**src/rtl/addsub_result_fifo.sv**
```systemverilog
// Result stage behind the 16-bit adder/subtractor: flags, optional saturation, FIFO buffering, overflow stats.
// Latency: an entry pushed at edge k is the head on out_* right after edge k (no pass-through when full).
// Backpressure: in_ready = (count < DEPTH); out_valid = (count != 0); both depend only on registered count.
//
// Ports:
//   clk, rst_n             rising-edge clock, asynchronous active-low reset
//   in_valid/in_ready      producer handshake; s/carry/overflow are sampled on a push edge
//   out_valid/out_ready    consumer handshake; out_data/out_flags show the head entry
//   out_flags              {N,Z,C,V} of the head entry (N/Z taken from the stored data)
//   count                  number of entries held, 0..DEPTH
//   sticky_ovf, ovf_count  overflow statistics; clear_stat clears both synchronously
module addsub_result_fifo #(
  parameter int DEPTH    = 4,     // power of two, 2..16
  parameter bit SATURATE = 1'b0   // 1: clamp data on signed overflow
) (
  input  logic                     clk,
  input  logic                     rst_n,
  input  logic                     in_valid,
  output logic                     in_ready,
  input  logic [15:0]              s,
  input  logic                     carry,
  input  logic                     overflow,
  output logic                     out_valid,
  input  logic                     out_ready,
  output logic [15:0]              out_data,
  output logic [3:0]               out_flags,
  output logic [$clog2(DEPTH):0]   count,
  output logic                     sticky_ovf,
  output logic [7:0]               ovf_count,
  input  logic                     clear_stat
);

  localparam int AW = $clog2(DEPTH);
  localparam logic [AW:0] DEPTH_C = (AW+1)'(DEPTH);

  typedef struct packed {
    logic [15:0] data;
    logic [3:0]  flags;   // {N,Z,C,V}
  } entry_t;

  entry_t        mem [DEPTH];
  entry_t        new_entry;
  logic [15:0]   new_data;
  logic [AW-1:0] wr_ptr;
  logic [AW-1:0] rd_ptr;
  logic          push;
  logic          pop;

  assign in_ready  = (count < DEPTH_C);
  assign out_valid = (count != '0);
  assign push      = in_valid & in_ready;
  assign pop       = out_valid & out_ready;

  // Saturation direction follows the wrapped sign: a negative-looking wrapped
  // result came from positive operands, so it clamps to the positive maximum.
  always_comb begin
    new_data = s;
    if (SATURATE && overflow)
      new_data = s[15] ? 16'h7FFF : 16'h8000;
    new_entry.data  = new_data;
    new_entry.flags = {new_data[15], (new_data == 16'h0000), carry, overflow};
  end

  // Storage is deliberately not reset; only the pointers/count define validity.
  always_ff @(posedge clk) begin
    if (push)
      mem[wr_ptr] <= new_entry;
  end

  // Pointers wrap naturally because DEPTH is a power of two.
  always_ff @(posedge clk or negedge rst_n) begin
    if (!rst_n) begin
      wr_ptr <= '0;
      rd_ptr <= '0;
      count  <= '0;
    end else begin
      if (push)
        wr_ptr <= wr_ptr + 1'b1;
      if (pop)
        rd_ptr <= rd_ptr + 1'b1;
      case ({push, pop})
        2'b10:   count <= count + 1'b1;
        2'b01:   count <= count - 1'b1;
        default: count <= count;
      endcase
    end
  end

  // An overflow push in the same cycle as clear_stat wins: the stats restart at one event.
  always_ff @(posedge clk or negedge rst_n) begin
    if (!rst_n) begin
      sticky_ovf <= 1'b0;
      ovf_count  <= 8'd0;
    end else if (push && overflow) begin
      sticky_ovf <= 1'b1;
      if (clear_stat)
        ovf_count <= 8'd1;
      else if (ovf_count != 8'hFF)
        ovf_count <= ovf_count + 8'd1;
    end else if (clear_stat) begin
      sticky_ovf <= 1'b0;
      ovf_count  <= 8'd0;
    end
  end

  // Head is forced to zero while empty so the outputs read zero straight out of reset.
  always_comb begin
    out_data  = 16'h0000;
    out_flags = 4'h0;
    if (out_valid) begin
      out_data  = mem[rd_ptr].data;
      out_flags = mem[rd_ptr].flags;
    end
  end

endmodule

```
**config.mk**
```make
export PLATFORM = sky130hd
export DESIGN_NAME = addsub_result_fifo
export DESIGN_NICKNAME = d
export VERILOG_FILES = /design/src/rtl/addsub_result_fifo.sv
export SDC_FILE = /design/constraint.sdc
export NUM_CORES = 1
export LEC_CHECK = 0
export CORE_MARGIN = 5
export CORE_UTILIZATION = 40
export DETAILED_ROUTE_END_ITERATION = 16
export HOLD_SLACK_MARGIN = 0.02
export RECOVER_POWER = 100
export SYNTH_ARGS = -nofsm -noshare
export SYNTH_HDL_FRONTEND = slang
export SYNTH_SLANG_ARGS = --single-unit
```
**constraint.sdc**
```tcl
create_clock -name clk -period 2.2 [get_ports clk]
set_input_delay 0.55 -clock clk [delete_from_list [all_inputs] [get_ports clk]]
set_output_delay 0.55 -clock clk [all_outputs]
set_load 0.02 [all_outputs]
```
==> results of run 1 <==
cells in the mapped netlist, types with 2 or more instances:
cell type / n / area (sq um)
nand3b_1: 2 / 15.0
o21bai_1: 3 / 22.5
a31oi_1: 3 / 18.8
clkbuf_1: 4 / 15.0
and2_1: 24 / 150
edfxtp_1: 76 / 2280
dfrtp_1: 16 / 400
buf_2: 2 / 10.0
a211oi_1: 2 / 15.0
mux2i_1: 3 / 30.0
and4_1: 2 / 17.5
nor3_1: 3 / 15.0
xor2_1: 2 / 17.5
xnor2_1: 4 / 35.0
nand3_1: 3 / 15.0
o21ai_0: 3 / 15.0
buf_4: 3 / 22.5
mux4_2: 19 / 428
inv_1: 9 / 33.8
nor2_1: 9 / 33.8
ha_1: 6 / 75.1
nor4_1: 4 / 25.0
nand2_1: 7 / 26.3
power groups by stage:
stage	clock [W]	combinational, W	sequential [W]
2_1_floorplan	0	0.00148	0.00235
3_3_place_gp	0	0.00268	0.00230
3_5_place_dp	0	0.00271	0.00231
4_1_cts	0.00128	0.00308	0.00228
5_1_grt	0.00136	0.00313	0.00231
6_report	0.00125	0.00293	0.00228
per-layer routing:
| layer | up-vias | wire length [microns] | GRT usage | part of all wire |
|---|---|---|---|---|
| li1 | 990 | - | - | - |
| met1 | 1048 | 3150 | 0.168 | 0.44 |
| met2 | 45 | 3610 | 0.217 | 0.50 |
| met3 | 6 | 359 | 0.0426 | 0.050 |
| met4 | 0 | 96 | 0.0406 | 0.013 |
| met5 | - | 0 | 0 | 0 |
layout by cell type (no fill, tap or decap), types with 2 or more instances in the layout:
| cell type | count |
|---|---|
| edfxtp_1 | 76 |
| dlygate4sd3_1 | 32 |
| buf_6 | 23 |
| mux4_2 | 19 |
| and2_4 | 19 |
| dfrtp_1 | 15 |
| buf_4 | 10 |
| inv_1 | 9 |
| nor2_1 | 9 |
| clkbuf_8 | 9 |
| nand2_1 | 7 |
| ha_1 | 6 |
| and2_0 | 5 |
| nor4_1 | 4 |
| xnor2_1 | 4 |
| nor3_1 | 4 |
| clkbuf_4 | 4 |
| nand3_1 | 3 |
| o21bai_1 | 3 |
| mux2i_1 | 3 |
| o21ai_0 | 3 |
| a31oi_1 | 3 |
| clkdlybuf4s50_1 | 3 |
| clkbuf_2 | 3 |
| clkbuf_1 | 3 |
| and4_1 | 2 |
| a211oi_1 | 2 |
| nand3b_1 | 2 |
| xor2_1 | 2 |
| bufinv_16 | 2 |
| inv_6 | 2 |
state kept, by name, indices dropped and copies added (netlist names):
signal,count
rd_ptr,2
wr_ptr,2
ovf_count,8
mem,76
count,3
sticky_ovf,1
how the worst max path moves through the flow:
stage | start | cells after the start | to | slack, ps
after detailed placement | rd_ptr[0]$_DFFE_PN0P_ | 4 | out_flags[2] | -190
after global routing | rd_ptr[0]$_DFFE_PN0P_ | 4 | out_data[3] | -150
after global placement | rd_ptr[0]$_DFFE_PN0P_ | 4 | out_flags[2] | -160
after floorplan | count[0]$_DFFE_PN0P_ | 4 | out_flags[3] | 240
after CTS | rd_ptr[0]$_DFFE_PN0P_ | 4 | out_flags[2] | -110
final | rd_ptr[0]$_DFFE_PN0P_ | 4 | out_flags[2] | -80
kinds of logic (layout without fill, tap and decap cells):
group                      count (synthesis)  count (layout)
AOI/OAI and AO/OA                         12              12
xor gates and xnor gates                   6               6
adders and majority gates                  7               7
buffers and inverters                     18             105
DFF                                       92              92
muxes                                     22              22
and+or+nand+nor                           60              60
worst max-delay path: cells and delay by family (launching register included):
family	cells	cell delay, ps
buf+inv	2	280
mux	1	510
simple gates	1	160
flops	1	430
metrics by stage:
stage,std cells,setup TNS (ps),area [sq um]
floorplan,217,0,3800
global placement,416,-2350,4700
detailed placement,416,-2680,4700
CTS,433,-1540,5020
global route,433,-2470,4940
finish,433,-1030,4940
layout make-up:
cell class              count  area [sq um]  area share
clock buffers               9           124      0.0251
clock inverters             7          97.6      0.0198
inverters                   9          33.8     0.00684
multi-input cells         107          1080       0.218
flip-flops and latches     92          2680       0.543
well taps                 129           161      0.0327
repair buffers             80           761       0.154
repair_timing:
item                                    CTS  global route
pin swaps                                19             0
gates resized for setup                 147             1
buffers inserted                          1             0
endpoints found under the setup margin   21            21
hold buffers                              0             0
==> metrics, run 1 <==
Worst setup SP type=flip-flop; IO Port Bufs=56; remaining antenna violation count=0; arrival time at the worst endpoint=1730 ps; Num CTS Buffers=9; Max stage delay on crit path=510 ps; Final nets=329; Cells after Synth=217; flops & latches, synth=92; initial antenna violation count=0; Critical Path RT=1650 ps; Synth async-reset ratio=0.174; CTS Buffer Depth=2; worst flop-to-flop path endpoint=count[1]$_DFFE_PN0P_; yosys warns=0; post-DP HPWL=4.97 mm; Cell Chain, Critical Path=buf_8 -> mux4_2 -> and2_4 -> buf_6; core area=0.00924 sq mm; Hold Crit Class=flip-flop to flip-flop; vias in the first global route=2235; Worst Reg2Reg Path Length in Cells=7; CTS Sinks=92; Pwr Total=0.00647 W; Die Width=107 microns; RSZ-0062 raised after global routing=yes; Hold Vio Cnt, Final=0; Power Internal=0.00443 W; XOR/XNOR share of the synthesized area=0.0138; Tot GR Track Use=0.132; Min Clock Period, post-route=2280 ps; worst hold path depth=2; Max Cap Violations=0; hold_sp=sticky_ovf$_DFFE_PN0P_; Initial Util=0.411; slew of the pin with the lowest slew margin=960 ps; Place WS=-194 ps; RePlAce Congestion=0.733; TritonCTS clock tree=done; CP Capture Type=output port; failing checks=setup timing; WL final=7.22 mm; Worst-Skew Late Latency=360 ps; largest family of logic cells by synthesized area=multiplexers; Synth Flop Type=edfxtp_1; P_sw=0.00204 W; DRC=0; CTS H-Tree Depth=3; mux share of post-synthesis cell area=0.121; status=complete, but fails checks; Finished Core Util=0.535; Clock Skew=14.8 ps; Comb pwr share=0.453; Sw Ratio=0.315; vias=2089; share of the clock period used by the worst path after layout=1.03; Syn Nets=247; final setup violation count=20; sequential fraction of the synthesis area=0.706; worst-path fanout max=7; WHS Endpoint=sticky_ovf$_DFFE_PN0P_; die height=107 microns; Critical-path top delay cell=mux4_2; R2R Path Start=count[1]$_DFFE_PN0P_; clock-pin slew on the worst setup and hold paths=90 ps; Simple-Gate Fraction of Synth Area=0.0915; relative max-transition margin=0.360; DRT iter0 DRCs=73; routed len/inst=16.7 microns; synth unique cells=31; leakage power=1.83 nW; Worst Setup Path Type=flip-flop to output port; worst reg-to-reg setup slack=160 ps; IO Pins=57; clock share of power=0.194; Pre-antenna DRT Iters=4; Max Slew Vio Count=0; post-synthesis adder-cell area fraction=0.0250; Final WS setup=-76.6 ps; Reg power frac=0.353; GRT overflow=0; share of layout cells above drive strength 1=0.319; Fmax=439 MHz; Post-Syn Area=0.00380 sq mm; power per cell area=1310 mW/mm^2; post-synthesis compound-gate area fraction=0.0217; first-pass GRT wire length=11.5 mm; Root Driver=clkbuf_8; Fill cells=758; Area growth syn-to-layout=30.0%; Avg Inst Size Synth=17.5 sq um; VDD IR-drop max=0.457 mV; Fin Hold WS=536 ps; Row Count=35; # diodes=0; Die Area=0.0115 sq mm; post-DR vias/cell=4.82; number of enable flip-flop cells after synthesis=76; largest net degree at the start of global routing=20
(Power assumes the default switching activity.)
==> run 2, diff against run 1 <==
Settings changed: GPL_TIMING_DRIVEN set to 0.
==> metrics, run 2 (same netlist as run 1, synthesis figures left out) <==
status=complete, but fails checks; failing checks=setup timing; final setup violation count=98 (+390%); core area=0.00924 sq mm (unchanged); Root Driver=clkbuf_8; Initial Util=0.411 (unchanged); Worst Setup Path Type=flip-flop to output port; Fmax=414 MHz (-5.7%); Hold Crit Class=flip-flop to flip-flop; commonest non-fill, non-tap cell in the layout=edfxtp_1; Num CTS Buffers=9 (unchanged); biggest regs=mem: 76 flops, ovf_count: 8 flops, count: 3 flops; Fin Hold WS=535 ps (-1.46 ps); post-DP HPWL=4.68 mm (-5.8%); DRC=0 (unchanged); CP Capture Type=output port; share of layout cells above drive strength 1=0.331 (+0.0120); Worst Path Buf+Inv=4 (+2); WL final=7.46 mm (+3.3%); vias in the first global route=2172 (-2.8%); Worst setup SP type=flip-flop; RePlAce Congestion=0.700 (-4.4%); Area growth syn-to-layout=30.8%; Max Slew Vio Count=0 (unchanged); Final nets=324 (-1.5%); share of the clock period used by the worst path after layout=1.10 (+0.0621); Max stage delay on crit path=470 ps (-40 ps); clock-pin slew on the worst setup and hold paths=80 ps (about the same); worst reg-to-reg setup slack=150 ps (about the same); post-route cell area=0.00497 sq mm (+0.61%); initial antenna violation count=0 (unchanged); Cell Chain, Critical Path=buf_6 -> buf_6 -> mux4_2 -> and2_4 -> buf_6 -> buf_6; Post-Layout Cell Count=428 (-1.2%); CTS Sinks=92 (unchanged); arrival time at the worst endpoint=1860 ps (+130 ps); CP dominant cell by count=buf_6; Pre-antenna DRT Iters=4 (unchanged); IO Port Bufs=55 (-1.8%); slew of the pin with the lowest slew margin=769 ps (-191 ps); # diodes=0 (unchanged); Clock Skew=8.93 ps (-5.87 ps); max reg flops=76 (unchanged); Hold Vio Cnt, Final=0 (unchanged); Critical Path RT=1650 ps (about the same); post-DR vias/cell=4.92 (+1.9%); RSZ-0062 raised after global routing=yes; Critical-path top delay cell=mux4_2; Row Count=35 (unchanged); Min Clock Period, post-route=2410 ps (+137 ps); TritonCTS clock tree=done; Reg with most FFs=mem; Worst path top cell family by delay=buffers and inverters; power per cell area=1330 mW/mm^2 (+1.8%); Max Cap Violations=0 (unchanged); Tot GR Track Use=0.138 (+0.00568); GRT overflow=0 (unchanged); IO Pins=57 (unchanged); Placed Cells incl. Taps=401 (-3.6%); largest net degree at the start of global routing=20 (unchanged); DRT iter0 DRCs=69 (-5.5%); leakage power=1.84 nW (+0.63%); Fill cells=753 (-0.66%); Final WS setup=-213 ps (-137 ps); routed len/inst=17.4 microns (+4.5%); remaining antenna violation count=0 (unchanged); Worst-Skew Late Latency=350 ps (about the same); cell area after placement=0.00451 sq mm (-3.9%); Die Width=107 microns (unchanged); VDD IR-drop max=0.499 mV (+9.1%); Place WS=-539 ps (-345 ps); CTS Buffer Depth=2 (unchanged); worst-path fanout max=3 (-4); Pwr Total=0.00662 W (+2.4%); first-pass GRT wire length=11.9 mm (+3.3%); die height=107 microns (unchanged); vias=2105 (+0.77%); relative max-transition margin=0.486 (+0.126); CTS H-Tree Depth=3 (unchanged); Die Area=0.0115 sq mm (unchanged); most frequent cells in the layout=edfxtp_1 (76), dlygate4sd3_1 (32), buf_6 (26)
==> run 2: stage by stage <==
stage / setup TNS (ps) / util
4_1_cts: -3070 / 0.541
6_report: -6830 / 0.538
5_1_grt: -12910 / 0.538
3_5_place_dp: -45830 / 0.488
3_3_place_gp: -44960 / 0.488
2_1_floorplan: 0 / -
==> run 2: cell type report <==
cell class | instances | area [sq um] | area share
Buffer | 8 | 70.1 | 0.0141
Clock buffer | 9 | 124 | 0.0249
Clock inverter | 7 | 90.1 | 0.0181
Inverter | 9 | 33.8 | 0.00680
Multi-Input combinational cell | 107 | 1090 | 0.219
Sequential cell | 92 | 2680 | 0.540
Tap cell | 129 | 161 | 0.0325
Timing Repair Buffer | 67 | 718 | 0.145
==> run 2: metal layers <==
metal	share of wire	GRT usage	vias up
met5	0	0	-
met4	0.018	0.0685	0
met3	0.043	0.0258	10
met2	0.50	0.222	53
met1	0.43	0.180	1059
li1	-	-	983
==> run 2: path summary, 6_finish.rpt <==
kind | to | cells after the start | start
setup / recovery | out_flags[3] | 6 | rd_ptr[0]$_DFFE_PN0P_
min in group asynchronous | count[0]$_DFFE_PN0P_ | 1 | rst_n
max in group asynchronous | count[2]$_DFFE_PN0P_ | 1 | rst_n
hold / removal | sticky_ovf$_DFFE_PN0P_ | 2 | sticky_ovf$_DFFE_PN0P_
hold reg to reg | sticky_ovf$_DFFE_PN0P_ | 2 | sticky_ovf$_DFFE_PN0P_
setup reg to reg | count[2]$_DFFE_PN0P_ | 10 | count[2]$_DFFE_PN0P_
==> run 2: worst reg2reg max path, stage by stage, from the launching register on <==
cell and delay [ps]:
dfrtp_2 400, buf_4 150, nor2b_1 130, clkbuf_1 360, inv_1 90, ha_1 230, inv_1 70, fa_1 170
xor2_1 150, nor2_1 60, xnor2_1 120
==> run 2: repair_timing <==
item	in CTS	in global routing
endpoints found under the setup margin	97	21
pin swaps	19	2
hold buffers	0	0
cloned	1	0
setup buffers	11	0
resized for setup	168	2
endpoints found under the hold margin	0	0
==> run 2: power by group <==
group          switching (W)  total, W  internal, W
Clock               0.000582   0.00122     0.000637
Sequential         0.0000932   0.00228      0.00218
Combinational        0.00139   0.00313      0.00174
Total                0.00207   0.00662      0.00456
